File: src/rtl/display_pkg.sv
// Shared encodings for the display time-sharing scheduler.
package display_pkg;
    localparam int DISP_W = 32;

    typedef logic [1:0] state_t;

    localparam state_t ST_IDLE  = 2'd0;
    localparam state_t ST_SHOW  = 2'd1;
    localparam state_t ST_ALERT = 2'd2;
endpackage

File: src/rtl/rr_picker.sv
// Round-robin pick: first asserted request searching from last+1 with wrap (last itself is checked last).
// Combinational, zero latency; no backpressure.
module rr_picker #(
    parameter int N  = 4,
    parameter int IW = 2
) (
    input  logic [N-1:0]  req,
    input  logic [IW-1:0] last,
    output logic          found,
    output logic [IW-1:0] idx
);
    // Walk farthest-to-nearest so the nearest hit is the one that sticks.
    always_comb begin
        found = 1'b0;
        idx   = '0;
        for (int k = N; k >= 1; k--) begin
            if (((req >> ((int'(last) + k) % N)) & N'(1)) != '0) begin
                found = 1'b1;
                idx   = IW'((int'(last) + k) % N);
            end
        end
    end
endmodule

File: src/rtl/display_scheduler.sv
// Time-shares the display between round-robin sources with a preempting alert; registered outputs,
// decisions visible one edge after inputs are sampled; no backpressure (requests are levels, alert is a strobe).
module display_scheduler
    import display_pkg::*;
#(
    parameter int                NUM_SRC      = 4,
    parameter int                DWELL_CYCLES = 1000,
    parameter int                ALERT_HOLD   = 500,
    parameter logic [DISP_W-1:0] BLANK_VALUE  = 32'h0000_0000
) (
    input  logic                      clk,
    input  logic                      reset,
    input  logic [NUM_SRC-1:0]        src_req,
    input  logic [NUM_SRC*DISP_W-1:0] src_value,
    input  logic                      alert_req,
    input  logic [DISP_W-1:0]         alert_value,
    output logic [DISP_W-1:0]         display_value,
    output logic [NUM_SRC-1:0]        grant,
    output logic                      alert_active,
    output logic                      slot_done
);
    localparam int IW = (NUM_SRC > 1) ? $clog2(NUM_SRC) : 1;
    localparam int DW = (DWELL_CYCLES > 1) ? $clog2(DWELL_CYCLES) : 1;
    localparam int HW = (ALERT_HOLD > 1) ? $clog2(ALERT_HOLD) : 1;

    state_t            state, state_nx;
    logic [IW-1:0]     last, last_nx, resume_idx, resume_idx_nx;
    logic              resume_vld, resume_vld_nx;
    logic [DW-1:0]     dwell_cnt, dwell_nx;
    logic [HW-1:0]     hold_cnt, hold_nx;
    logic [DISP_W-1:0] disp_nx;
    logic [NUM_SRC-1:0] grant_nx;
    logic              alert_nx, done_nx;

    logic              pick_found;
    logic [IW-1:0]     pick_idx;
    logic              go_alert, go_show, dwell_end;
    logic [IW-1:0]     go_idx;
    logic [DISP_W-1:0] vals [NUM_SRC];

    for (genvar i = 0; i < NUM_SRC; i++) begin : g_unpack
        assign vals[i] = src_value[DISP_W*i +: DISP_W];
    end

    rr_picker #(.N(NUM_SRC), .IW(IW)) u_pick (
        .req   (src_req),
        .last  (last),
        .found (pick_found),
        .idx   (pick_idx)
    );

    assign dwell_end = (dwell_cnt == DW'(DWELL_CYCLES - 1));

    always_comb begin
        state_nx      = state;
        last_nx       = last;
        resume_idx_nx = resume_idx;
        resume_vld_nx = resume_vld;
        dwell_nx      = dwell_cnt;
        hold_nx       = hold_cnt;
        disp_nx       = BLANK_VALUE;
        grant_nx      = '0;
        alert_nx      = 1'b0;
        done_nx       = 1'b0;
        go_alert      = 1'b0;
        go_show       = 1'b0;
        go_idx        = pick_idx;

        case (state)
            ST_IDLE: begin
                if (alert_req) begin
                    go_alert      = 1'b1;
                    resume_vld_nx = 1'b0;
                end else if (pick_found) begin
                    go_show = 1'b1;
                end
            end
            ST_SHOW: begin
                if (alert_req) begin
                    // At expiry the slot is already complete, so resume with the next source instead.
                    go_alert      = 1'b1;
                    resume_vld_nx = dwell_end ? pick_found : 1'b1;
                    resume_idx_nx = dwell_end ? pick_idx : last;
                end else if (dwell_end || !src_req[last]) begin
                    go_show  = pick_found;
                    state_nx = ST_IDLE;
                    dwell_nx = '0;
                end else begin
                    dwell_nx = dwell_cnt + DW'(1);
                    disp_nx  = vals[last];
                    grant_nx = NUM_SRC'(1) << last;
                    // Registered pulse lands on the final cycle of the slot.
                    done_nx  = (dwell_cnt == DW'(DWELL_CYCLES - 2));
                end
            end
            ST_ALERT: begin
                if (alert_req) begin
                    go_alert = 1'b1;
                end else if (hold_cnt == HW'(ALERT_HOLD - 1)) begin
                    resume_vld_nx = 1'b0;
                    hold_nx       = '0;
                    state_nx      = ST_IDLE;
                    if (resume_vld && src_req[resume_idx]) begin
                        go_show = 1'b1;
                        go_idx  = resume_idx;
                    end else begin
                        go_show = pick_found;
                    end
                end else begin
                    hold_nx  = hold_cnt + HW'(1);
                    disp_nx  = display_value;
                    alert_nx = 1'b1;
                end
            end
            default: state_nx = ST_IDLE;
        endcase

        if (go_alert) begin
            state_nx = ST_ALERT;
            hold_nx  = '0;
            dwell_nx = '0;
            disp_nx  = alert_value;
            alert_nx = 1'b1;
        end else if (go_show) begin
            state_nx = ST_SHOW;
            last_nx  = go_idx;
            dwell_nx = '0;
            hold_nx  = '0;
            disp_nx  = vals[go_idx];
            grant_nx = NUM_SRC'(1) << go_idx;
        end
    end

    always_ff @(posedge clk or negedge reset) begin
        if (!reset) begin
            state         <= ST_IDLE;
            last          <= IW'(NUM_SRC - 1);
            resume_idx    <= '0;
            resume_vld    <= 1'b0;
            dwell_cnt     <= '0;
            hold_cnt      <= '0;
            display_value <= BLANK_VALUE;
            grant         <= '0;
            alert_active  <= 1'b0;
            slot_done     <= 1'b0;
        end else begin
            state         <= state_nx;
            last          <= last_nx;
            resume_idx    <= resume_idx_nx;
            resume_vld    <= resume_vld_nx;
            dwell_cnt     <= dwell_nx;
            hold_cnt      <= hold_nx;
            display_value <= disp_nx;
            grant         <= grant_nx;
            alert_active  <= alert_nx;
            slot_done     <= done_nx;
        end
    end
endmodule

File: config.mk
export PLATFORM = sky130hd
export DESIGN_NAME = display_scheduler
export DESIGN_NICKNAME = d
export VERILOG_FILES = /design/src/rtl/display_pkg.sv /design/src/rtl/rr_picker.sv /design/src/rtl/display_scheduler.sv
export SDC_FILE = /design/constraint.sdc
export NUM_CORES = 1
export LEC_CHECK = 0
export ABC_AREA = 1
export BUFFER_PORTS_ARGS = -buffer_cell sky130_fd_sc_hd__buf_2
export CAP_MARGIN = 30
export CORE_MARGIN = 8
export CORE_UTILIZATION = 30
export CTS_CLUSTER_DIAMETER = 80
export DETAILED_ROUTE_END_ITERATION = 8
export PLACE_DENSITY_LB_ADDON = 0.3
export SLEW_MARGIN = 10
export SYNTH_ARGS = -nofsm -noshare
export SYNTH_HDL_FRONTEND = slang
export SYNTH_HIERARCHICAL = 1
export SYNTH_SLANG_ARGS = --single-unit
File: constraint.sdc
create_clock -name clk -period 2.7 [get_ports clk]
set_input_delay 0.27 -clock clk [delete_from_list [all_inputs] [get_ports clk]]
set_output_delay 0.27 -clock clk [all_outputs]
set_load 0.02 [all_outputs]
==> results of run 1 <==
-- synth_stat cells (all sizes together) (2+ instances only) --
library cell,n
dfrtp,62
xor2,6
a22oi,37
o211ai,2
buf,37
clkbuf,24
nor2,63
and3,2
o22ai,8
xnor2,4
o21ai,21
nand2,371
a21oi,36
inv,79
nand4,8
nand3,203
ha,3
nor3,7
dfstp,2
-- tightest hold or removal path: cells and delay by family --
family / cells / cell delay (ns)
AOI/OAI and AO/OA: 1 / 0.04
and+or+nand+nor: 2 / 0.16
buffers and inverters: 2 / 0.10
-- area by class of cell --
| cell class | instances | area, um2 | share of cell area, % |
|---|---|---|---|
| Timing Repair Buffer | 227 | 1260 | 16.8 |
| Sequential cell | 64 | 1610 | 21.4 |
| Multi-Input combinational cell | 775 | 3700 | 49.3 |
| Antenna cell | 2 | 5.00 | 0.0667 |
| Clock buffer | 13 | 260 | 3.47 |
| Tap cell | 265 | 332 | 4.42 |
| Clock inverter | 3 | 40.0 | 0.533 |
| Inverter | 79 | 302 | 4.02 |
-- flip-flops by register name (all words and copies together), names as in the netlist --
name / cells
alert_active: 1
slot_done: 1
display_value: 32
state: 2
resume_vld: 1
hold_cnt: 9
last: 2
dwell_cnt: 10
grant: 4
resume_idx: 2
-- cells by family (layout without fill, tap and decap cells) --
kind of cell / Yosys count / in the layout / share of synthesized area [%]
adder cells (fa/ha/maj): 3 / 3 / 0.636
AO/OA/AOI/OAI: 105 / 105 / 11.2
multiplexers: 1 / 1 / 0.170
other: 0 / 2 / 0
buffers and inverters: 140 / 322 / 10.8
XOR/XNOR: 10 / 10 / 1.48
AND/OR/NAND/NOR: 656 / 656 / 48.6
flip-flops: 64 / 64 / 27.2
-- metrics by stage --
step	worst slack (ns)	hold slack [ns]	util, %
floorplan	0.719	-0.0256	-
global placement	0.265	0.326	37.0
detailed placement	0.211	0.330	37.0
CTS	0.181	0.262	38.6
global route	0.0166	0.291	38.7
finish	0.245	0.272	38.7
-- per-layer routing --
layer  up-vias  global-route usage (%)
li1       3579                       -
met1      3287                    25.4
met2       331                    30.5
met3        30                    4.22
met4         2                    6.68
met5         -                       0
-- power groups by stage --
stage          combinational, W  clock [W]  sequential [W]
2_1_floorplan          0.000337          0         0.00111
3_3_place_gp           0.000701          0         0.00106
3_5_place_dp           0.000707          0         0.00106
4_1_cts                0.000710    0.00124         0.00104
5_1_grt                0.000794    0.00128         0.00105
6_report               0.000706    0.00120         0.00104
-- path summary, 6_finish.rpt --
check                                     to  slack (ns)  cells after the start
setup / recovery                 hold_cnt[5]        0.25                     11
hold / removal             display_value[26]        0.27                      5
setup reg to reg                 hold_cnt[5]        0.25                     11
hold reg to reg            display_value[26]        0.49                      2
max in group asynchronous            last[1]        1.88                      3
min in group asynchronous  display_value[14]        0.50                      3
-- what timing repair did --
action / CTS / global route
resized for setup: 0 / 2
setup endpoints to repair: 0 / 29
hold buffers: 1 / 0
buffers inserted: 0 / 0
endpoints found under the hold margin: 62 / 0
==> flow_summary.json, run 1 <==
{
  "grt_first_pass_wirelength_um": 37300,
  "synth_area_leaders": "dfrtp_1 26%, nand2_1 23%, nand3_1 17%",
  "drive_above_1_share_pct": 24.4,
  "finalSetupTns_ns": 0,
  "final.setup_skew_ns": 0.00793,
  "outcome": "complete, no violations",
  "crit_start": "last[0]",
  "fp-row-count": 51,
  "max-slew-margin-rel_pct": 50.2,
  "worst-slew-pin-transition_ns": 0.746,
  "grt_max_degree": 65,
  "wire_per_inst_um": 16.9,
  "maxSlewViolCount": 0,
  "yosysWarningCount": 6,
  "port-buffer-count": 204,
  "drt_iter0_drc": 480,
  "io_pins": 205,
  "synthesis.nets": 1149,
  "gp_congestion": 0.850,
  "fmax_mhz": 407,
  "top_layer_used": "met5",
  "grt_remaining_overflow": 0,
  "fp.dieH_um": 156,
  "critPathCaptureType": "flop",
  "clk_pin_slew_ns": 0.06,
  "wl_met3_um": 2200,
  "nFillCells": 2163,
  "start_util_pct": 30.4,
  "clk_path_buf_depth": 2,
  "drt_first_pass_iters": 7,
  "syn_avg_cell_area_um2": 6.03,
  "clock-sinks": 64,
  "p_comb_share_pct": 23.9,
  "netlist.top_cell.by_area": "dfrtp_1",
  "setup_viol": 0,
  "dp_cells": 1409,
  "worstPathRequired_ns": 2.97,
  "ir_drop_uv": 263,
  "synth-edff-count": 0,
  "die-area_um2": 24400,
  "min_from": "alert_value[26]",
  "synthDistinctLibCells": 41,
  "hold_viol": 0,
  "fp.dieW_um": 156,
  "coreArea_um2": 19400,
  "period_share_pct": 90.9,
  "worst_path_most_repeated_cell": "nand2_1",
  "ant_nets": 0,
  "drv_cap": 0,
  "syn_to_final_growth_pct": 27.2,
  "critPathArrivalTime_ns": 2.72,
  "power_leakage_nw": 4.16,
  "p_int_w": 0.00205,
  "drc": 0,
  "wl_met1_um": 10300,
  "critPathBufInv": 1,
  "cts_tree": "done",
  "wl_met2_um": 11100,
  "crit_fanout": 14,
  "grt_antenna_before_repair": 3,
  "instances_no_fill": 1428,
  "stdcell_area_um2": 7510,
  "power_w": 0.00295,
  "layout_common_cells": "360 x nand2_1, 204 x buf_2, 200 x nand3_1",
  "synthArstFlopShare_pct": 100,
  "swShare_pct": 30.5,
  "seq_area_frac_synth_pct": 27.2,
  "ys_ff_latch": 64,
  "fin_nets": 1326,
  "first_global_vias": 6871,
  "min_period_ns": 2.45,
  "r2r-start": "last[0]",
  "cts_inserted_buffers": 9,
  "crit_slowest_cell": "dfstp_4",
  "slowest_delay_ns": 0.74,
  "synth_ff_type": "dfrtp_1",
  "wl_um": 24100,
  "worstSetupStartpointType": "flop",
  "power_density_nw_per_um2": 393,
  "rsz0062_at_grt": "no",
  "route.vias.total": 7229,
  "cp_top_family": "simple AND/OR/NAND/NOR gates",
  "clkPwrFrac_pct": 40.8,
  "postPlaceCellArea_um2": 7190,
  "syn-cell-area_um2": 5900,
  "path_cells": "nand2_1 > and2_4 > nor2_2 > nand2_1 > and3_1 > a21oi_2 > buf_4 > nand2_1 > nor2_2 > nand2_1 > nand2_1",
  "cts_htree_levels": 3,
  "final_common_cell": "nand2_1",
  "netlist.area_leader.share_pct": 26.3,
  "drt-vias-per-instance": 5.06,
  "root_buffer": "clkbuf_16",
  "p_sw_w": 0.000901,
  "critical_path_class": "flop to flop",
  "clkLatencyLatePin_ns": 0.34,
  "synth_cells": 979,
  "grt_usage_pct": 19.3,
  "p_seq_share_pct": 35.3,
  "hpwl_um": 16900,
  "hold_class": "primary input to flop"
}
No activity file was read; power rests on OpenSTA's default activity.
==> inputs of run 2 (changes only) <==
Clock period 2.7 ns to 2.65 ns, I/O delays scaled along.
==> flow_summary.json, run 2 (synthesis results as in run 1) <==
{
  "fp.dieH_um": 156,
  "cts_inserted_buffers": 9,
  "maxSlewViolCount": 0,
  "reg2reg_depth": 11,
  "outcome": "complete, no violations",
  "grt_usage_pct": 18.6,
  "worstHoldPathCells": 5,
  "critical_path_class": "flop to flop",
  "hold_class": "primary input to flop",
  "hold_viol": 0,
  "holdPathEnd": "display_value[26]",
  "drive_above_1_share_pct": 24.3,
  "start_util_pct": 30.4,
  "io_pins": 205,
  "clk_pin_slew_ns": 0.06,
  "coreArea_um2": 19400,
  "min_from": "alert_value[26]",
  "wire_per_inst_um": 16.4,
  "ant_nets": 0,
  "crit_slowest_cell": "dfstp_4",
  "clkPwrFrac_pct": 39.2,
  "cts_tree": "done",
  "worstPathRequired_ns": 2.92,
  "p_comb_share_pct": 24.5,
  "drv_cap": 0,
  "min_period_ns": 2.42,
  "regArea_um2": 1610,
  "path_cells": "nand2_1 > and2_4 > nor2_2 > nand2_1 > and3_1 > a21oi_2 > buf_4 > nand2_1 > nor2_2 > nand2_1 > nand2_1",
  "worstSetupStartpointType": "flop",
  "timing.rr.end": "hold_cnt[5]",
  "largestRegisters": "display_value: 32 flops, dwell_cnt: 10 flops, hold_cnt: 9 flops",
  "fmax_mhz": 413,
  "first_global_vias": 6656,
  "regMostFlops": "display_value",
  "clkLatencyLatePin_ns": 0.34,
  "power_density_nw_per_um2": 390,
  "r2r_setup_slack_ns": 0.23,
  "swShare_pct": 30.7,
  "fin_nets": 1327,
  "grt_antenna_before_repair": 4,
  "instances_no_fill": 1429,
  "fp.dieW_um": 156,
  "p_seq_share_pct": 36.3,
  "p_sw_w": 0.000900,
  "finalSetupTns_ns": 0,
  "port-buffer-count": 204,
  "rsz0062_at_grt": "no",
  "r2r-start": "last[0]",
  "grt_max_degree": 65,
  "worst-slew-pin-transition_ns": 0.751,
  "drc": 0,
  "crit_start": "last[0]",
  "grt_first_pass_wirelength_um": 36100,
  "worst_path_most_repeated_cell": "nand2_1",
  "gp_congestion": 0.833,
  "clk_path_buf_depth": 2,
  "drt_iter0_drc": 606,
  "ir_drop_uv": 238,
  "final.setup_skew_ns": 0.00901,
  "period_share_pct": 91.4,
  "grt_remaining_overflow": 0,
  "cts_htree_levels": 3,
  "p_int_w": 0.00203,
  "syn_to_final_growth_pct": 27.2,
  "slowest_delay_ns": 0.74,
  "die-area_um2": 24400,
  "fp-row-count": 51,
  "root_buffer": "clkbuf_16",
  "power_leakage_nw": 4.15,
  "hpwl_um": 16500,
  "critPathCaptureType": "flop",
  "drt-vias-per-instance": 5.05,
  "largest_reg_flops": 32,
  "route.vias.total": 7212,
  "dp_cells": 1410,
  "wl_um": 23500,
  "final_common_cell": "nand2_1",
  "critPathArrivalTime_ns": 2.69,
  "crit_fanout": 14,
  "setup_viol": 0,
  "nFillCells": 2172,
  "max-slew-margin-rel_pct": 49.9,
  "multi_input_area_um2": 3700,
  "clock-sinks": 64,
  "drt_first_pass_iters": 5,
  "layout_common_cells": "360 x nand2_1, 204 x buf_2, 200 x nand3_1"
}
[run 2: how the worst max path moves through the flow]
stage | endpoint
detailed placement | hold_cnt[5]
floorplan | display_value[11]
finish | hold_cnt[5]
global route | hold_cnt[5]
CTS | hold_cnt[5]
global placement | hold_cnt[0]
[run 2: stage by stage]
| step | util, % | hold slack (ns) | cell area (um2) | total power (W) | setup slack, ns |
|---|---|---|---|---|---|
| 2_1_floorplan | - | -0.0306 | 5900 | 0.00147 | 0.669 |
| 3_3_place_gp | 37.1 | 0.320 | 7210 | 0.00180 | 0.217 |
| 3_5_place_dp | 37.1 | 0.329 | 7210 | 0.00180 | 0.181 |
| 4_1_cts | 38.6 | 0.258 | 7500 | 0.00296 | 0.160 |
| 5_1_grt | 38.7 | 0.288 | 7510 | 0.00309 | 0.0710 |
| 6_report | 38.7 | 0.265 | 7510 | 0.00293 | 0.229 |
[run 2: cell type report]
class	instances	share of cell area (%)
Multi-Input combinational cell	775	49.3
Timing Repair Buffer	228	17.0
Clock buffer	16	3.75
Inverter	79	4.02
Sequential cell	64	21.4
Antenna cell	2	0.0667
Tap cell	265	4.42
[run 2: what timing repair did]
action / in CTS / in global routing
hold buffers: 1 / 0
gates resized for setup: 0 / 1
hold endpoints to repair: 62 / 0
endpoints found under the setup margin: 0 / 3
buffers inserted: 0 / 0
[run 2: power by group through the flow]
stage	Combinational, W	Clock (W)	Sequential [W]
floorplan	0.000344	0	0.00113
global placement	0.000718	0	0.00108
detailed placement	0.000721	0	0.00108
CTS	0.000724	0.00117	0.00106
global route	0.000807	0.00122	0.00107
finish	0.000719	0.00115	0.00106
[run 2: layer usage]
| metal | track usage [%] | wire length [um] | up-vias |
|---|---|---|---|
| li1 | - | - | 3553 |
| met1 | 25.0 | 10400 | 3282 |
| met2 | 29.4 | 10700 | 346 |
| met3 | 4.33 | 2040 | 27 |
| met4 | 4.76 | 327 | 4 |
| met5 | 0 | 21 | - |
[run 2: worst max-delay path: cells and delay by family (launching register included)]
| kind | cells | cell delay [ns] |
|---|---|---|
| AO/OA/AOI/OAI | 1 | 0.16 |
| flip-flops | 1 | 0.74 |
| buffers and inverters | 1 | 0.20 |
| AND/OR/NAND/NOR | 9 | 1.25 |
==> inputs of run 3 (changes only) <==
Settings changed: CORE_MARGIN 8 to 3, PLACE_DENSITY_LB_ADDON 0.3 to 0.1, TNS_END_PERCENT from default to 50.
==> flow_summary.json, run 3 (synthesis results as in run 1) <==
{
  "use_met2_pct": 36.0,
  "stdcell_area_um2": 7470,
  "min_from": "alert_value[14]",
  "regMostFlops": "display_value",
  "largest_reg_flops": 32,
  "outcome": "complete, no violations",
  "io_pins": 205,
  "die-area_um2": 21400,
  "max-slew-margin-rel_pct": 47.1,
  "fp.dieW_um": 146,
  "p_sw_w": 0.000936,
  "port-buffer-count": 204,
  "p_int_w": 0.00196,
  "critical_path_class": "flop to flop",
  "fmax_mhz": 415,
  "setup_slack_ns": 0.237,
  "clk_path_buf_depth": 2,
  "crit_fanout": 27,
  "final_common_cell": "nand2_1",
  "grt_remaining_overflow": 0,
  "p_seq_share_pct": 36.6,
  "timing.rr.end": "display_value[6]",
  "hold_viol": 0,
  "worstPathRequired_ns": 2.92,
  "postCtsSetupRepairBufs": 0,
  "wire_per_inst_um": 16.5,
  "setup_viol": 0,
  "wl_um": 23400,
  "fp-row-count": 50,
  "grt_use_met3_pct": 3.82,
  "gp_congestion": 0.818,
  "post-route-util_pct": 39.3,
  "grt_max_degree": 65,
  "grt_usage_pct": 21.7,
  "layout_common_cells": "360 x nand2_1, 204 x buf_2, 200 x nand3_1",
  "critPathCaptureType": "flop",
  "start_util_pct": 31.0,
  "r2r_setup_slack_ns": 0.24,
  "grt.busiest_layer": "met2",
  "worst-slew-pin-transition_ns": 0.793,
  "cts_tree": "done",
  "antennaDiodeCount": 0,
  "period_share_pct": 91.0,
  "power_leakage_nw": 4.14,
  "ant_nets": 0,
  "holdWs_ns": 0.262,
  "use_met1_pct": 29.5,
  "fp.dieH_um": 146,
  "drive_above_1_share_pct": 24.6,
  "largestRegisters": "display_value: 32 flops, dwell_cnt: 10 flops, hold_cnt: 9 flops",
  "first_global_vias": 7000,
  "critPathArrivalTime_ns": 2.69,
  "ir_drop_uv": 263,
  "reg2reg_depth": 17,
  "hold_class": "primary input to flop",
  "holdPathEnd": "display_value[14]",
  "clkPwrFrac_pct": 38.7,
  "drv_cap": 0,
  "final.setup_skew_ns": 0.00788,
  "fin_nets": 1327,
  "cts_inserted_buffers": 9,
  "clk_pin_slew_ns": 0.06,
  "finalSetupTns_ns": 0,
  "drc": 0,
  "grt_first_pass_wirelength_um": 37700,
  "p_comb_share_pct": 24.7,
  "cts_htree_levels": 3,
  "pre_cts_slack_ns": 0.128,
  "drt_first_pass_iters": 5,
  "swShare_pct": 32.3,
  "hpwl_um": 15900,
  "min_period_ns": 2.41,
  "power_density_nw_per_um2": 388,
  "grt_antenna_before_repair": 1,
  "rsz0062_at_grt": "no",
  "drt_iter0_drc": 489,
  "clkLatencyLatePin_ns": 0.34,
  "syn_to_final_growth_pct": 26.6,
  "coreArea_um2": 19000,
  "route.vias.total": 7091,
  "clock-sinks": 64,
  "worstSetupStartpointType": "flop",
  "worstHoldPathCells": 5,
  "root_buffer": "clkbuf_16",
  "r2r-start": "last[0]",
  "maxSlewViolCount": 0,
  "postPlaceCellArea_um2": 7170,
  "drt-vias-per-instance": 4.99
}
==> run 3: cell count changes in the layout (fill, tap and decap cells not counted) <==
cell and delta:
buf_12 -2, buf_6 +1, buf_8 +1, clkbuf_1 -4, clkbuf_8 -2, clkinv_2 +4, clkinvlp_4 +2, diode_2 -2
==> run 3: metrics by stage <==
step	power, W	instances
after detailed placement	0.00179	1405
final	0.00290	1422
after floorplan	0.00147	979
after CTS	0.00294	1422
after global routing	0.00307	1422
after global placement	0.00180	1405
==> run 3: layout make-up <==
class	instances	area (um2)
clock inverters	6	35.0
multi-input cells	775	3700
flip-flops and latches	64	1610
fillers	2164	11500
inverters	79	302
repair buffers	228	1260
clock buffers	10	239
well taps	260	325
==> run 3: how the worst max path moves through the flow <==
stage	start	endpoint	slack, ns	cells after the start
2_1_floorplan	last[0]	display_value[11]	0.67	17
4_1_cts	last[0]	display_value[6]	0.11	17
3_3_place_gp	last[0]	display_value[6]	0.11	17
6_report	last[0]	display_value[6]	0.24	17
5_1_grt	last[0]	display_value[12]	0.001	17
3_5_place_dp	last[0]	display_value[6]	0.13	17
==> run 3: power groups by stage <==
stage	Clock, W	Combinational (W)	Sequential (W)
global placement	0	0.000718	0.00108
detailed placement	0	0.000718	0.00108
CTS	0.00115	0.000721	0.00106
floorplan	0	0.000344	0.00113
global route	0.00120	0.000810	0.00107
finish	0.00112	0.000716	0.00106
==> run 3: per-layer routing <==
layer | part of all wire (%) | vias up
met5 | 0.030 | -
met4 | 1.3 | 2
met3 | 6.0 | 24
met2 | 46 | 250
met1 | 46 | 3255
li1 | - | 3560
==> run 3: repair_timing <==
item,in CTS,in global routing
endpoints found under the hold margin,62,0
resized for setup,0,4
hold buffers,1,0
endpoints found under the setup margin,0,25
==> run 3: critical path, cell delays in order, from the launching register on <==
cell	delay [ns]
dfstp_4	0.73
inv_6	0.07
nand2_2	0.06
nand3_1	0.09
nand2_1	0.09
inv_1	0.04
nand2_1	0.06
nand2_1	0.05
nand2_1	0.05
nand2_1	0.12
nand2_2	0.14
buf_4	0.31
nand3_1	0.11
nand2_1	0.09
nand2_1	0.06
nand2_1	0.09
nand2_1	0.06
nand3_1	0.10
